[config.mk]
export PLATFORM = sky130hd
export DESIGN_NAME = toast_mem_arbiter
export DESIGN_NICKNAME = d
export VERILOG_FILES = /design/src/rtl/toast_mem_arbiter.sv
export SDC_FILE = /design/constraint.sdc
export NUM_CORES = 1
export LEC_CHECK = 0
export ABC_AREA = 1
export BUFFER_PORTS_ARGS = -buffer_cell sky130_fd_sc_hd__buf_4
export CAP_MARGIN = 20
export CORE_AREA = 8 8 94 96
export CTS_BUF_LIST = sky130_fd_sc_hd__clkbuf_4
export CTS_CLUSTER_DIAMETER = 150
export DETAILED_ROUTE_END_ITERATION = 7
export DIE_AREA = 0 0 102 104
export PLACE_DENSITY_LB_ADDON = 0.08
export RECOVER_POWER = 50
export SYNTH_ARGS = -nofsm -noshare
export SYNTH_HDL_FRONTEND = slang
export SYNTH_SLANG_ARGS = --single-unit
[constraint.sdc]
create_clock -name clk_i -period 2 [get_ports clk_i]
set_input_delay 0.3 -clock clk_i [delete_from_list [all_inputs] [get_ports clk_i]]
set_output_delay 0.3 -clock clk_i [all_outputs]
set_load 0.02 [all_outputs]
[src/rtl/toast_mem_arbiter.sv]
// Two-master (fetch/data) arbiter for a single-port synchronous memory.
// Data has priority; a saturating starvation counter periodically forces a fetch grant.
module toast_mem_arbiter #(
  parameter int ADDR_W     = 16,
  parameter int STARVE_MAX = 2
) (
  input  logic              clk_i,
  input  logic              rst_i,
  input  logic              if_req_i,
  input  logic [31:0]       if_addr_i,
  output logic              if_gnt_o,
  output logic              if_rvalid_o,
  output logic [31:0]       if_rdata_o,
  input  logic              d_req_i,
  input  logic              d_we_i,
  input  logic [3:0]        d_be_i,
  input  logic [31:0]       d_addr_i,
  input  logic [31:0]       d_wdata_i,
  output logic              d_gnt_o,
  output logic              d_rvalid_o,
  output logic [31:0]       d_rdata_o,
  output logic              mem_en_o,
  output logic [3:0]        mem_we_o,
  output logic [ADDR_W-1:0] mem_addr_o,
  output logic [31:0]       mem_wdata_o,
  input  logic [31:0]       mem_rdata_i
);

  typedef enum logic [1:0] {OWN_NONE, OWN_IF, OWN_DRD, OWN_DWR} owner_t;

  localparam logic [2:0] STARVE_LIM = 3'(STARVE_MAX);

  logic [2:0] r_starve;
  owner_t     r_owner_p1;
  logic       w_if_gnt;
  logic       w_d_gnt;
  logic       w_unused;

  assign w_unused = ^{if_addr_i[31:ADDR_W+2], if_addr_i[1:0],
                      d_addr_i[31:ADDR_W+2], d_addr_i[1:0]};

  // Stage p0: grant decision and memory request, all combinational
  always_comb begin
    w_if_gnt = 1'b0;
    w_d_gnt  = 1'b0;
    if (!rst_i) begin
      w_if_gnt = if_req_i && (!d_req_i || (r_starve >= STARVE_LIM));
      w_d_gnt  = d_req_i && !w_if_gnt;
    end
  end

  assign if_gnt_o = w_if_gnt;
  assign d_gnt_o  = w_d_gnt;

  always_comb begin
    mem_en_o    = w_if_gnt | w_d_gnt;
    mem_we_o    = 4'b0000;
    mem_addr_o  = '0;
    mem_wdata_o = '0;
    if (w_if_gnt) begin
      mem_addr_o = if_addr_i[ADDR_W+1:2];
    end else if (w_d_gnt) begin
      mem_addr_o = d_addr_i[ADDR_W+1:2];
      if (d_we_i) begin
        mem_we_o    = d_be_i;
        mem_wdata_o = d_wdata_i;
      end
    end
  end

  // Counts data grants that bypassed a waiting fetch; never passes the limit
  always_ff @(posedge clk_i) begin
    if (rst_i) begin
      r_starve <= 3'd0;
    end else if (!if_req_i || w_if_gnt) begin
      r_starve <= 3'd0;
    end else if (w_d_gnt && (r_starve < STARVE_LIM)) begin
      r_starve <= r_starve + 3'd1;
    end
  end

  // Stage p1: response owner, one cycle behind the grant
  always_ff @(posedge clk_i) begin
    if (rst_i) begin
      r_owner_p1 <= OWN_NONE;
    end else if (w_if_gnt) begin
      r_owner_p1 <= OWN_IF;
    end else if (w_d_gnt) begin
      r_owner_p1 <= d_we_i ? OWN_DWR : OWN_DRD;
    end else begin
      r_owner_p1 <= OWN_NONE;
    end
  end

  // Gating with rst_i drops a response whose grant landed just before reset
  assign if_rvalid_o = !rst_i && (r_owner_p1 == OWN_IF);
  assign if_rdata_o  = if_rvalid_o ? mem_rdata_i : 32'd0;
  assign d_rvalid_o  = !rst_i && ((r_owner_p1 == OWN_DRD) || (r_owner_p1 == OWN_DWR));
  assign d_rdata_o   = (!rst_i && (r_owner_p1 == OWN_DRD)) ? mem_rdata_i : 32'd0;

endmodule

-- Word-level counts from Yosys, hierarchy flattened
Index checks and enable logic that the tools add are counted.
- bits in registers: 5
- output and inout bits: 121
- logic and storage cells: 41
- add/subtract/negate cells: 1
- order comparisons: 2
- equality and inequality tests: 3
- mux-type cells: 15
- bitwise operators: 2
- reduce and logical (&&, ||, !) cells: 15
- operators by type and width (operator ; count):
    2-to-1 mux 32 bit ; 5
    2-to-1 mux 16 bit ; 2
    2-to-1 mux 4 bit ; 3
    logical AND 1 bit ; 6
    2-to-1 mux 1 bit ; 5
    equality test 2 bit, second input constant ; 2
    logical NOT 1 bit ; 4
    adder 3 x 1 -> 3 bit, second input constant ; 1
    greater-or-equal comparator 3 x 2 -> 1 bit, second input constant ; 1
    logical OR 1 bit ; 3
    less-than comparator 3 x 2 -> 1 bit, second input constant ; 1
    OR reduction 3 bit ; 1
    equality test 2 x 1 -> 1 bit, second input constant ; 1
    OR reduction 2 bit ; 1
    NOT 1 bit ; 1
    bitwise OR 1 bit ; 1

-- Logic depth before layout (Yosys ltp)
Gate-level depths: netlist (run 1).
- word-level depth: 8
- mapped depth: 10
- depth with buffers taken out: 9

-- Worst setup path after synthesis (run 1)
No wires, ideal clock.
- path kind: register -> output
- from: register r_starve[0]
- to: output port mem_wdata_o[10]
- arrival time: 1.357 ns
- required time: 1.700 ns
- path slack: 0.343 ns
- cell stages (with the launch flop): 10
- buffers on the path: 2
- path through: dfxtp_1 > inv_1 > ha_1 > nor2_1 > nand2_2 > nand2_4 > nand2_4 > buf_6 > buf_6 > nor2_2
- word-level cells in the longest chain between the ends: 8
- elaborated cells on any way between the ends: 9
- classes of those cells: order compare: 1; mux: 4; reduce/logical: 4
- RTL lines (what ; line ; text):
    start, declared ; 33 ; logic [2:0] r_starve;
    start signal, assigned ; 78 ; r_starve <= r_starve + 3'd1;
    greater-or-equal comparator 3 x 2 -> 1 bit (*) ; 47 ; w_if_gnt = if_req_i && (!d_req_i || (r_starve >= STARVE_LIM));
    logical OR 1 bit (*) ; 47 ;
    logical AND 1 bit (*) ; 47 ;
    logical NOT 1 bit ; 48 ; w_d_gnt = d_req_i && !w_if_gnt;
    logical AND 1 bit ; 48 ;
    2-to-1 mux 1 bit ; 46 ; if (!rst_i) begin
    2-to-1 mux 32 bit ; 62 ; end else if (w_d_gnt) begin
    2-to-1 mux 32 bit (*) ; 60 ; if (w_if_gnt) begin
    end, declared ; 25 ; output logic [31:0] mem_wdata_o,
Every way passes the cells marked *; elsewhere a longest branch is shown, timed or not.

-- Worst setup path in the final report (run 1)
- from: register r_starve[0]
- to: output port mem_wdata_o[30]
The elaborated chain is that of the path after synthesis.

==> impl_metrics.py, run 1 <==
metrics = {
    "floorplanning": {
        "ios": 258,
        "die_h_um": 104,
        "rows": 32,
        "coreArea_um2": 7447,
        "die_w_um": 102,
        "start_util_pct": 17.78,
        "die_area_um2": 10610,
    },
    "timing": {
        "whs_ns": 0.3930,
        "rsz0062_at_grt": "true",
        "final.period_utilization_pct": 97.74,
        "hold_viol": 0,
        "worst_slew_pin_slew_ns": 0.3453,
        "fmax_ghz": 0.5116,
        "finalClockSkew_ns": 0.002727,
        "fin_crit_ns": 1.955,
        "drv_slew": 0,
        "finalSetupViolCount": 0,
        "slew_headroom_pct": 76.98,
        "setup_slack_ns": 0.04529,
        "setup_tns_ns": 0,
    },
    "global_route": {
        "antenna_found_initial": 0,
        "grt_pass1_vias": 2245,
        "grt_max_degree": 38,
        "grtUsageMet1_pct": 12.51,
        "use_met2_pct": 24.06,
        "grt_pass1_wl_um": 11170,
        "busiest_layer": "met2",
        "grt_overflow": 0,
        "grtUsageMet3_pct": 5.756,
        "groute.usage.overall_pct": 12.97,
    },
    "yosys": {
        "synth_area_leaders": "nand2_1 26%, nor2_1 24%, inv_1 12%, nor2_4 9.4%, dfxtp_1 7.6%",
        "synth.distinct_cells": 19,
        "synth_area_um2": 1324,
        "synthAdderAreaFrac_pct": 1.890,
        "avgSynthCellArea_um2": 4.831,
        "synthesis.instances": 274,
        "synth_flop_cell": "dfxtp_1",
        "synthArstFlopShare_pct": 0,
        "synth_common_cells": "90 x nand2_1, 85 x nor2_1, 44 x inv_1",
        "yosys.area_share.xor_xnor_pct": 0,
        "ys_ff_latch": 5,
        "synth_top_area_share_pct": 25.52,
        "yosys.area_share.simple_pct": 67.96,
        "yosysWarnings": 0,
        "seq_area_frac_synth_pct": 7.561,
        "synth_top_family_by_area": "simple AND/OR/NAND/NOR gates",
        "yosysMostFrequentCell": "nand2_1",
        "synth-edff-count": 0,
        "synth_mux_area_share_pct": 0,
        "synth_largest_area_cell": "nand2_1",
        "synth_fp_nets": 413,
        "synth-compound-area-share_pct": 0.7561,
    },
    "route": {
        "post_drt_wl_per_cell_um": 13.07,
        "vias": 2312,
        "drtIter0Drc": 37,
        "dr.pass1.iters": 4,
        "final_antenna_net_count": 0,
        "route.detailed.drc": 0,
        "via_per_inst": 3.860,
        "routed_wl_um": 7827,
    },
    "place": {
        "dpl.cell_count": 590,
        "dp_hpwl_um": 6564,
        "post-place-ws_ns": 0.1527,
        "placed_cell_area_um2": 3074,
        "gp_congestion": 0.7411,
        "numPortBuffers": 225,
    },
    "clock_network": {
        "path_clk_slew_ns": 0.04,
        "insertion_delay_ns": 0.24,
        "cts_buffer_depth": 2,
        "h-tree-depth": 1,
        "cts_buffers": 3,
        "cts_root_buf": "clkbuf_4",
        "clock-sinks": 5,
        "cts_tree": "yes",
    },
    "critical_path": {
        "cp.required_ns": 1.70,
        "path_max_fanout": 9,
        "start_kind": "register",
        "arrival_ns": 1.65,
        "end_kind": "output port",
        "worstSetupPathType": "reg2out",
        "r2r.worst_path.cells": 8,
    },
    "cells_and_area": {
        "utilization_pct": 44.22,
        "finalInstanceArea_um2": 3293,
        "nets": 637,
        "antennaDiodeCount": 0,
        "drive_gt1_share_pct": 55.53,
        "layoutNonFillerInstCount": 599,
        "area_delta_synth_final_pct": 148.8,
    },
    "flow_run": {
        "cap_violations": 0,
    },
    "pwr": {
        "peakVddDrop_uv": 99.44,
        "total_power_mw": 0.8021,
        "p_leak_nw": 2.005,
        "power_density_nw_per_um2": 243.6,
    },
    "min_path": {
        "hold_path_depth": 4,
        "hold_path_class": "in2reg",
    },
    "run_status": {
        "status": "finished, final reports clean",
    },
}
## layout make-up
cell class	count	area [um2]
Clock buffer	4	30.03
Fill cell	790	4154
Inverter	46	182.7
Multi-Input combinational cell	207	975.9
Sequential cell	5	101.3
Tap cell	102	127.6
Timing Repair Buffer	235	1876
## report_power, final
| group | switching, mW | internal (mW) |
|---|---|---|
| clock | 0.0413 | 0.0889 |
| sequential | 0.00157 | 0.104 |
| combinational | 0.284 | 0.283 |
| total | 0.327 | 0.475 |
## sequential cells by signal (all words and copies together) (netlist names)
name,flops
r_starve,3
r_owner_p1,2
## worst paths after layout
kind                                   endpoint         from  slack [ns]
worst max-delay path            mem_wdata_o[30]  r_starve[0]        0.05
worst min-delay path              r_owner_p1[0]        rst_i        0.39
worst max register to register    r_owner_p1[1]  r_starve[0]        0.80
worst min register to register      r_starve[2]  r_starve[2]        0.48
## per-layer routing
metal	routed length [um]	vias to the layer above
li1	-	1218
met1	2685	949
met2	3985	141
met3	1088	4
met4	67	0
met5	0	-
## critical path, cell delays in order (launching register included)
cell       delay (ns)
dfxtp_2          0.33
inv_1            0.04
ha_2             0.17
nor2_2           0.09
nand2_2          0.09
nand2_4          0.12
nand2_8          0.11
clkbuf_16        0.19
nor2_1           0.10
buf_4            0.16
## kinds of logic after synthesis
kind of cell / after synthesis
adder cells (fa/ha/maj): 2
AO/OA/AOI/OAI: 2
AND/OR/NAND/NOR: 203
buffers and inverters: 62
flip-flops: 5
## layout by cell type (no fill, tap or decap)
cell       netlist  final
buf_4            0    221
nand2_1         90     90
nor2_1          85     77
inv_1           44     44
nor2_2           9     16
nor2_4          11     12
buf_6            4      9
clkbuf_4         0      4
dfxtp_1          5      4
nand4_1          3      3
clkbuf_16        0      3
a21oi_1          2      2
buf_12           1      2
nand2_2          1      1
nand3_2          0      1
inv_4            0      1
nand2_4          2      1
nand2_8          0      1
inv_8            0      1
nor3_2           1      1
ha_2             0      1
ha_1             2      1
dfxtp_2          0      1
## what timing repair did
item                       4_1_cts  5_1_grt
gates resized for setup          6       23
gates cloned                     0        3
hold buffers                     0        0
buffers inserted                 0        2
pin swaps                        0        2
setup endpoints to repair       35       53
Note: power is estimated with default switching activity, not from simulation.
==> inputs of run 2 (changes only) <==
--- a/config.mk
+++ b/config.mk
@@ -15,6 +15,7 @@
 export DIE_AREA = 0 0 102 104
 export PLACE_DENSITY_LB_ADDON = 0.08
 export RECOVER_POWER = 50
+export REMOVE_ABC_BUFFERS = 1
 export SYNTH_ARGS = -nofsm -noshare
 export SYNTH_HDL_FRONTEND = slang
 export SYNTH_SLANG_ARGS = --single-unit
==> impl_metrics.py, run 2 (synthesis gave the netlist of run 1 again) <==
metrics = {
    "critical_path": {
        "worstSetupPathType": "reg2out",
        "path_max_fanout": 7,
        "end_kind": "output port",
        "arrival_ns": 1.61,
        "cp.required_ns": 1.70,
        "start_kind": "register",
    },
    "cells_and_area": {
        "finalInstanceArea_um2": 3273,
        "num-fill-cells": 815,
        "multiInputGateArea_um2": 996.0,
        "antennaDiodeCount": 0,
        "final_common_cell": "buf_4",
        "drive_gt1_share_pct": 55.73,
        "area_delta_synth_final_pct": 147.3,
        "layout_common_cells": "228 x buf_4, 90 x nand2_1, 77 x nor2_1",
        "layoutNonFillerInstCount": 599,
        "largestRegisters": "r_starve: 3 flops, r_owner_p1: 2 flops",
        "regMostFlops": "r_starve",
        "regArea_um2": 101.3,
        "largest_reg_flops": 3,
        "nets": 637,
    },
    "global_route": {
        "grt_overflow": 0,
        "grt_pass1_vias": 2226,
        "groute.usage.overall_pct": 13.56,
        "grt_max_degree": 38,
        "grt_pass1_wl_um": 11670,
        "antenna_found_initial": 0,
    },
    "route": {
        "via_per_inst": 3.886,
        "dr.pass1.iters": 4,
        "final_antenna_net_count": 0,
        "routed_wl_um": 8270,
        "vias": 2328,
        "post_drt_wl_per_cell_um": 13.81,
        "drtIter0Drc": 61,
        "route.detailed.drc": 0,
    },
    "timing": {
        "drv_slew": 0,
        "whs_ns": 0.3880,
        "slew_headroom_pct": 77.13,
        "setup_tns_ns": 0,
        "final.period_utilization_pct": 95.49,
        "finalSetupViolCount": 0,
        "rsz0062_at_grt": "false",
        "worst_slew_pin_slew_ns": 0.3430,
        "fin_crit_ns": 1.910,
        "fmax_ghz": 0.5236,
        "finalClockSkew_ns": 0.002278,
        "hold_viol": 0,
    },
    "floorplanning": {
        "start_util_pct": 17.78,
        "ios": 258,
        "die_h_um": 104,
        "coreArea_um2": 7447,
        "rows": 32,
        "die_area_um2": 10610,
        "die_w_um": 102,
    },
    "pwr": {
        "p_leak_nw": 1.995,
        "total_power_mw": 0.8029,
        "peakVddDrop_uv": 120.7,
        "power_density_nw_per_um2": 245.3,
    },
    "clock_network": {
        "insertion_delay_ns": 0.24,
        "cts_buffer_depth": 2,
        "h-tree-depth": 1,
        "clock-sinks": 5,
        "cts_buffers": 3,
        "cts_hold_buf": 0,
        "cts_tree": "yes",
        "cts_root_buf": "clkbuf_4",
        "path_clk_slew_ns": 0.04,
    },
    "run_status": {
        "status": "finished, final reports clean",
    },
    "place": {
        "dpl.cell_count": 590,
        "numPortBuffers": 225,
        "dp_hpwl_um": 6916,
        "placed_cell_area_um2": 3074,
        "gp_congestion": 0.7502,
    },
    "flow_run": {
        "cap_violations": 0,
    },
    "min_path": {
        "hold_path_class": "in2reg",
    },
}
## run 2: changes by cell type in the layout (fill, tap and decap cells not counted)
cell / previous run / this run
nor2_2: 16 / 14
buf_4: 221 / 228
clkbuf_16: 3 / 2
buf_6: 9 / 3
ha_2: 1 / 0
nor2_4: 12 / 14
ha_4: 0 / 1
inv_1: 44 / 43
inv_2: 0 / 1
## run 2: path summary, 6_finish.rpt
path,cells past startpoint,from,slack (ns),end
min,4,rst_i,0.39,r_owner_p1[0]
max reg2reg,7,r_starve[1],0.79,r_starve[2]
min reg2reg,2,r_starve[2],0.48,r_starve[2]
max,8,r_starve[1],0.09,mem_wdata_o[8]
## run 2: final cells by class
class	count	share of cell area (%)
repair buffers	235	56.08
multi-input cells	207	30.43
inverters	46	5.581
flip-flops and latches	5	3.096
clock buffers	4	0.9174
well taps	102	3.899
## run 2: power breakdown
part | internal (mW) | leakage [nW] | switching [mW]
sequential | 0.104 | 0.0413 | 0.00182
combinational | 0.279 | 1.93 | 0.286
clock | 0.0891 | 0.0184 | 0.0432
total | 0.472 | 1.99 | 0.331
## run 2: worst max-delay path, cell delays in order, from the launching register on
cell,delay (ns)
dfxtp_1,0.33
buf_4,0.16
nor2_4,0.12
nand2_2,0.11
nand2_4,0.11
nand2_8,0.10
clkbuf_16,0.19
nor2_4,0.13
buf_6,0.13
## run 2: repair_timing
item | in CTS | in global routing
resized for setup | 3 | 24
pin swaps | 0 | 3
buffers inserted | 0 | 2
endpoints found under the setup margin | 17 | 54
gates cloned | 0 | 3
## run 2: through the flow
step	worst slack, ns	utilization (%)
2_1_floorplan	0.01415	-
3_3_place_gp	0.1810	41.28
3_5_place_dp	0.1672	41.28
4_1_cts	-0.003098	41.82
5_1_grt	0.002841	43.95
6_report	0.09024	43.95
## run 2: layer usage
layer / up-vias / part of all wire [%] / GRT usage [%]
li1: 1219 / - / -
met1: 972 / 33 / 12.00
met2: 135 / 51 / 25.69
met3: 2 / 16 / 7.564
met4: 0 / 0.35 / 2.518
met5: - / 0 / 0
